===== config.mk =====
export PLATFORM = sky130hd
export DESIGN_NAME = alu_param
export DESIGN_NICKNAME = d
export VERILOG_FILES = /design/src/rtl/alu_param.sv
export SDC_FILE = /design/constraint.sdc
export NUM_CORES = 1
export LEC_CHECK = 0
export ABC_AREA = 1
export BUFFER_PORTS_ARGS = -buffer_cell sky130_fd_sc_hd__buf_2
export CAP_MARGIN = 15
export CELL_PAD_IN_SITES_DETAIL_PLACEMENT = 1
export CELL_PAD_IN_SITES_GLOBAL_PLACEMENT = 2
export CORE_MARGIN = 2
export CORE_UTILIZATION = 36
export DETAILED_ROUTE_END_ITERATION = 10
export HOLD_SLACK_MARGIN = 0.08
export MAX_ROUTING_LAYER = met4
export PLACE_DENSITY = 0.95
export SYNTH_ARGS = -nofsm -noshare
export SYNTH_HDL_FRONTEND = slang
export SYNTH_SLANG_ARGS = --single-unit

===== constraint.sdc =====
create_clock -name Clk -period 7.3 [get_ports Clk]
set_input_delay 0 -clock Clk [delete_from_list [all_inputs] [get_ports Clk]]
set_output_delay 0 -clock Clk [all_outputs]
set_load 0.005 [all_outputs]

===== src/rtl/alu_param.sv =====
// Parametrised execute-stage ALU: combinational logic/arith ops with carry,
// overflow and zero flags, plus an abortable iterative restoring remainder unit.
module alu_param #(
  parameter int WIDTH = 32
) (
  input  logic             Clk,
  input  logic             Reset,
  input  logic [WIDTH-1:0] A,
  input  logic [WIDTH-1:0] B,
  input  logic [2:0]       ALUOp,
  output logic [WIDTH-1:0] Result,
  output logic             C,
  output logic             V,
  output logic             Z,
  output logic             DZ,
  output logic             We
);

  localparam int CW = $clog2(WIDTH + 1);

  localparam logic [2:0] OP_AND = 3'b000;
  localparam logic [2:0] OP_OR  = 3'b001;
  localparam logic [2:0] OP_XOR = 3'b010;
  localparam logic [2:0] OP_NOR = 3'b011;
  localparam logic [2:0] OP_SLT = 3'b100;
  localparam logic [2:0] OP_ADD = 3'b101;
  localparam logic [2:0] OP_SUB = 3'b110;
  localparam logic [2:0] OP_MOD = 3'b111;

  localparam logic [1:0] ST_IDLE = 2'd0;
  localparam logic [1:0] ST_BUSY = 2'd1;
  localparam logic [1:0] ST_DONE = 2'd2;

  localparam logic [CW-1:0] LAST_STEP = CW'(WIDTH - 1);

  logic [1:0]       state;
  logic [WIDTH:0]   rem;
  logic [WIDTH-1:0] dvd;
  logic [WIDTH-1:0] dvs;
  logic [CW-1:0]    cnt;

  logic             is_mod;
  logic [WIDTH:0]   trial;
  logic             trial_ge;

  assign is_mod   = (ALUOp == OP_MOD);
  // Shift the next dividend bit into the partial remainder, then try to subtract.
  assign trial    = {rem[WIDTH-1:0], dvd[WIDTH-1]};
  assign trial_ge = (trial >= {1'b0, dvs});

  // NOTE: sequential state uses non-blocking assignments so every register
  // samples the pre-edge values of the others, independent of statement order.
  always_ff @(posedge Clk) begin
    if (Reset) begin
      state <= ST_IDLE;
      rem   <= '0;
      dvd   <= '0;
      dvs   <= '0;
      cnt   <= '0;
    end else begin
      case (state)
        ST_IDLE: begin
          if (is_mod) begin
            dvd   <= A;
            dvs   <= B;
            rem   <= '0;
            cnt   <= '0;
            state <= ST_BUSY;
          end
        end
        ST_BUSY: begin
          if (!is_mod) begin
            state <= ST_IDLE;
          end else begin
            dvd <= dvd << 1;
            rem <= trial_ge ? (trial - {1'b0, dvs}) : trial;
            cnt <= cnt + 1'b1;
            if (cnt == LAST_STEP) state <= ST_DONE;
          end
        end
        ST_DONE: begin
          if (!is_mod) state <= ST_IDLE;
        end
        default: state <= ST_IDLE;
      endcase
    end
  end

  // SUB and SLT share the adder as A + ~B + 1.
  logic             sub_op;
  logic [WIDTH-1:0] b_eff;
  logic [WIDTH:0]   sum;
  logic             add_v;

  assign sub_op = (ALUOp == OP_SUB) || (ALUOp == OP_SLT);
  assign b_eff  = sub_op ? ~B : B;
  assign sum    = {1'b0, A} + {1'b0, b_eff} + {{WIDTH{1'b0}}, sub_op};
  assign add_v  = (A[WIDTH-1] == b_eff[WIDTH-1]) && (sum[WIDTH-1] != A[WIDTH-1]);

  // NOTE: every output gets a default before the case so no latch is inferred.
  always_comb begin
    Result = '0;
    C      = 1'b0;
    V      = 1'b0;
    DZ     = 1'b0;
    We     = 1'b1;
    case (ALUOp)
      OP_AND: Result = A & B;
      OP_OR:  Result = A | B;
      OP_XOR: Result = A ^ B;
      OP_NOR: Result = ~(A | B);
      OP_SLT: begin
        Result = {{(WIDTH-1){1'b0}}, sum[WIDTH-1] ^ add_v};
        C      = sum[WIDTH];
      end
      OP_ADD, OP_SUB: begin
        Result = sum[WIDTH-1:0];
        C      = sum[WIDTH];
        V      = add_v;
      end
      default: begin
        if (state == ST_DONE) begin
          Result = rem[WIDTH-1:0];
          DZ     = (dvs == '0);
        end else begin
          We = 1'b0;
        end
      end
    endcase
  end

  assign Z = (Result == '0);

endmodule


Word-level counts from Yosys, hierarchy flattened
Cells that the tools add are included.

Flip-flop bits (word level): 104. Output and inout port bits: 37.

Add/sub/neg operators: 4. Magnitude comparators: 1. Equality and inequality tests: 16. Muxes and demuxes: 24. Bitwise gates (word level): 6. Reductions and logical operators: 13.

Operator list (count): two-way mux 32 bit (7); case mux 32 bit (6 select lines) (1); case mux 32 bit (2 select lines) (2); logical NOT 32 bit (2); NOT 32 bit (2); adder 32 x 32 -> 33 bit (1); adder 33 x 1 -> 33 bit (1); greater-or-equal comparator 33 x 32 -> 1 bit (1); AND 32 bit (1); bitwise OR 32 bit (1); subtractor 32 bit (1); bitwise XOR 32 bit (1); equality test 3 bit, second input constant (4); two-way mux 6 bit (2); case mux 6 bit (2 select lines) (1); two-way mux 2 bit (4); OR reduction 7 bit (1); adder 6 x 1 -> 6 bit, second input constant (1); equality test 3 x 2 -> 1 bit, second input constant (2); equality test 6 x 5 -> 1 bit, second input constant (1); two-way mux 1 bit (6); != test 2 bit, second input constant (3); case mux 2 bit (3 select lines) (1); AND reduction 3 bit (2); other kinds (15) (15).

Depth between registers and ports, before layout
Depth after elaboration: 10. Gate-level depth with buffers: 22. Mapped depth without buffers: 21.

Worst setup path after synthesis
OpenSTA, ideal clock, no wires.

Path type: input to output. Start point: in ALUOp[0]. End point: out Z. Arrival time: 2.428 ns. Path slack: 4.872 ns. Stages: 19. Path buffers: 1. Path through: inv_2 nand2_2 buf_1 xor2_1 inv_1 fa_1 nand3_1 nand3_1 nand2_1 nand3_1 nand2_1 nand3b_1 nand3_1 nand3_1 nor2_1 nand3_1 nor2_1 nand3_1 nor2_1.

Elaborated cells between the ends (all ways): 18. Classes of those cells: add/sub (2); eq/ne (8); mux (2); bitwise (1); reduce/logical (5).

RTL lines: from (decl) (RTL line 10) `input logic [2:0] ALUOp,`; equality test 3 bit (RTL line 95, 107); logical OR 1 bit (RTL line 95) `assign sub_op = (ALUOp == OP_SUB) || (ALUOp == OP_SLT);`; two-way mux 32 bit (RTL line 96) `assign b_eff = sub_op ? ~B : B;`; adder 32 x 32 -> 33 bit (RTL line 97) `assign sum = {1'b0, A} + {1'b0, b_eff} + {{WIDTH{1'b0}}, sub_op};`; adder 33 x 1 -> 33 bit (RTL line 97); case mux 32 bit (6 select lines) * (RTL line 107) `case (ALUOp)`; via Result[12] (RTL line 11) `output logic [WIDTH-1:0] Result,`; logical NOT 32 bit * (RTL line 132) `assign Z = (Result == '0);`; to (decl) (RTL line 14) `output logic Z,`.

The timed path passes the listed nets; every way through them passes the cells marked *.

Worst setup path in the final report
Start point: in ALUOp[0]. End point: out Z.

Cells in the longest elaborated chain, start to end: 10. Elaborated cells between the ends (all ways): 18. Classes of those cells: add/sub (2); eq/ne (8); mux (2); bitwise (1); reduce/logical (5).

Ends and longest elaborated chain: equality test 3 bit (RTL line 95, 107); logical OR 1 bit (RTL line 95); two-way mux 32 bit (RTL line 96); adder 32 x 32 -> 33 bit (RTL line 97); adder 33 x 1 -> 33 bit (RTL line 97); != test 1 bit (RTL line 98) `assign add_v = (A[WIDTH-1] == b_eff[WIDTH-1]) && (sum[WIDTH-1] != A[WIDTH-1]);`; logical AND 1 bit (RTL line 98); bitwise XOR 1 bit (RTL line 113) `Result = {{(WIDTH-1){1'b0}}, sum[WIDTH-1] ^ add_v};`; case mux 32 bit (6 select lines) * (RTL line 107); logical NOT 32 bit * (RTL line 132).

Mark *: on every way between the ends. The rest lies on a longest branch, timed or not.

==> impl_metrics.csv <==
group,metric,value,unit
clock_network,cts_buffers,9,
detailed_routing,maxUsedRoutingLayer,"met4",
clock_network,htree_levels,3,
worst_setup_path,slowest_delay,0.78,ns
floorplanning,rows,65,
floorplanning,fp.dieH,182.8,um
logic_synthesis,ys_seq_area_share,18.09,%
run_status,status,"finished clean",
floorplanning,start_util,36.47,%
timing,hold_viol_final,0,
floorplanning,core,31560,um^2
grt,grt_usage,30.11,%
worst_setup_path,cp_cell_sequence,"buf_2, inv_2, nand2_2, xor2_1, inv_1, ha_1, nand2_1, nor2_1, inv_1, nor2_1, and2_1, nand2_1, nand2_1, nand2_1, nand3_1, nand3_1, nor2_1, nand2_1, inv_1, nand4_1, nor2_1, buf_2",
power,comb_power_share,43.9,%
worst_setup_path,cp-start-kind,"primary input",
power,power.switching,846.5,uW
power,peakVddDrop,0.1207,mV
power,switching_share,43.20,%
logic_synthesis,syn_nets,2080,
detailed_routing,drt_wl_total,49.00,mm
detailed_routing,dr_wl_met2,22.86,mm
final_layout,insertedDiodeCount,0,
timing,fin_setup_tns,0,ns
logic_synthesis,syn_avg_cell_area,6.128,um^2
logic_synthesis,syn_inst,1878,
grt,grt_pass1_vias,13580,
worst_setup_path,worst-endpoint-arrival,4.31,ns
final_layout,finalNetCount,2201,
worst_setup_path,cp_top_family,"simple AND/OR/NAND/NOR gates",
timing,fin_crit_sh,59.06,%
timing,rsz0062_at_grt,"false",
placement,hpwlAfterDp,37.84,mm
worst_setup_path,path_max_fanout,33,
power,p_per_area,147.6,nW/um^2
detailed_routing,drt-wirelength-per-cell,20.36,um
detailed_routing,drt-met1-wl,22.02,mm
grt,grt_pass1_wl,76.76,mm
worst_setup_path,path_class,"primary input to primary output",
logic_synthesis,synth_warnings,0,
detailed_routing,avgViaCountPerCell,5.518,
worst_setup_path,crit_buf_inv,6,
worst_setup_path,crit_path_end_kind,"primary output",
clock_network,cts_tree,"done",
timing,fin_worst_skew,0.01380,ns
detailed_routing,first_pass_iters,6,
placement,place_congestion,0.9774,
floorplanning,io_pins,106,
timing,slew_headroom,27.15,%
detailed_routing,drt_iter0_markers,869,
timing,worst_slew_pin_slew,1.089,ns
clock_network,clk_path_buf_depth,2,
detailed_routing,drc_errors,0,
worst_setup_path,cpMostUsedCell,"nand2_1",
power,intPower,1113,uW
logic_synthesis,yosys_register_bits,104,
power,power.leakage,0.006793,uW
logic_synthesis,synth.area.top_cells,"dfxtp_1, nand2_1, ha_1",
grt,grt_antenna_before_repair,0,
floorplanning,die_area,33410,um^2
clock_network,clock-sinks,104,
clock_network,cts-root-buf,"clkbuf_16",
timing,whs,0.2527,ns
grt,grt-ovfl-total,0,
timing,drv_slew,0,
final_layout,layout-drive-gt1-share,8.184,%
logic_synthesis,synth_top_area_share,18.09,%
grt,grt_max_degree,66,
run,max-cap-violations,0,
power,power_frac_seq,30.5,%
detailed_routing,route.vias.total,13280,
floorplanning,die_w,182.8,um
worst_setup_path,cp.required,7.30,ns
clock_network,clk_latency,0.38,ns
clock_network,path_clk_slew,0.08,ns
clock_network,cts-resized-gates,0,
min_path,hp-class,"primary input to flop",
final_layout,syn_to_final_growth,15.34,%
detailed_routing,dr_wl_met3,2.500,mm
logic_synthesis,syn-cell-area,11510,um^2
detailed_routing,postRouteAntennaNets,0,
power,clock_power_share,25.6,%
timing,setup_viol,0,
placement,io_buffers,105,
timing,post-route-min-period,4.312,ns
worst_setup_path,slowest_stage,"nand2_2",
timing,fmaxAchievable,0.2319,GHz
logic_synthesis,ys_types,49,
logic_synthesis,yosys.area.top_type,"dfxtp_1",
[power by group through the flow]
stage	clock network [uW]	registers, uW	logic (uW)
after global routing	527	599	954
final	502	597	861
after floorplan	0	606	539
after CTS	505	597	841
after global placement	0	609	786
after detailed placement	0	610	809
[layout make-up]
type,instances,area [um^2]
Tap cell,402,503.0
Clock inverter,7,62.56
Clock buffer,9,225.2
Multi-Input combinational cell,1396,7973
Inverter,307,1152
Fill cell,4268,18280
Sequential cell,104,2082
Timing Repair Buffer,181,1276
[worst reg2reg max path: cells and delay by family, from the launching register on]
| family | cells | cell delay (ns) |
|---|---|---|
| adders and majority gates | 1 | 0.40 |
| AOI/OAI and AO/OA | 4 | 0.78 |
| DFF | 1 | 0.35 |
| and+or+nand+nor | 9 | 1.51 |
| buffers and inverters | 1 | 0.09 |
[cell usage in the layout (no fill, tap or decap), drive strengths merged, types with 6 or more instances in the layout]
cell,n
a21o,8
a21oi,132
a221oi,31
a31oi,37
buf,117
clkbuf,9
dfxtp,104
dlygate4sd3,64
ha,131
inv,310
nand2,481
nand3,165
nand3b,29
nand4,26
nor2,111
nor3,18
o21ai,126
o21bai,6
xnor2,19
xor2,37
[flip-flops by register name (all words and copies together), names as in the netlist]
signal / cells
cnt: 6
dvd: 32
dvs: 32
rem: 32
state: 2
[cell families after synthesis]
| logic type | synth area share (%) |
|---|---|
| AOI/OAI and AO/OA | 18.26 |
| DFF | 18.09 |
| adders and majority gates | 14.59 |
| buffers and inverters | 12.92 |
| xor gates and xnor gates | 4.262 |
| and+or+nand+nor | 31.88 |
[per-stage QoR]
stage | area [um^2] | utilization [%] | instances | setup WS (ns) | total power [uW]
after global placement | 12310 | 39.01 | 2324 | 3.222 | 1396
after floorplan | 11510 | - | 1878 | 4.872 | 1145
after detailed placement | 12310 | 39.01 | 2324 | 3.166 | 1419
after global routing | 13270 | 42.07 | 2406 | 2.684 | 2081
final | 13270 | 42.07 | 2406 | 2.988 | 1959
after CTS | 13240 | 41.95 | 2404 | 3.155 | 1943
[layer usage]
layer,up-vias,GRT usage [%]
li1,6394,-
met1,6401,38.30
met2,393,50.36
met3,89,3.376
met4,0,9.120
met5,-,-
[timing repair]
action                                 CTS  global route
hold buffers                            64             0
setup buffers                            0             0
setup endpoints to repair                0             0
endpoints found under the hold margin   64             0
[path summary, 6_finish.rpt]
check                            from              endpoint  slack, ns  cells after the start
setup / recovery             ALUOp[0]                     Z       2.99                     22
hold / removal                  Reset   rem[1]$_SDFFE_PP0P_       0.25                      2
setup reg to reg  dvs[9]$_SDFFE_PP0P_  rem[27]$_SDFFE_PP0P_       4.04                     15
hold reg to reg   dvd[0]$_SDFFE_PP0P_   dvd[0]$_SDFFE_PP0P_       0.49                      2
[Yosys cell counts, drive strengths merged]
cell and count:
a31oi 37, o2111ai 3, xnor2 19, o221ai 2, o211ai 5, inv 307
ha 131, buf 23, nor3 18, nand2 481, fa 2, and3 2
dfxtp 104, o2111a 1, clkbuf 48, o21a 2, a22o 1, a221oi 31
a21boi 3, or2 5, nor2 111, nand4 26, nor4 4, and2 4
a21o 8, a211oi 5, o21ai 126, a21oi 132, o21bai 6, nand3 165
xor2 37, nand3b 29
Note: power is estimated with default switching activity, not from simulation.
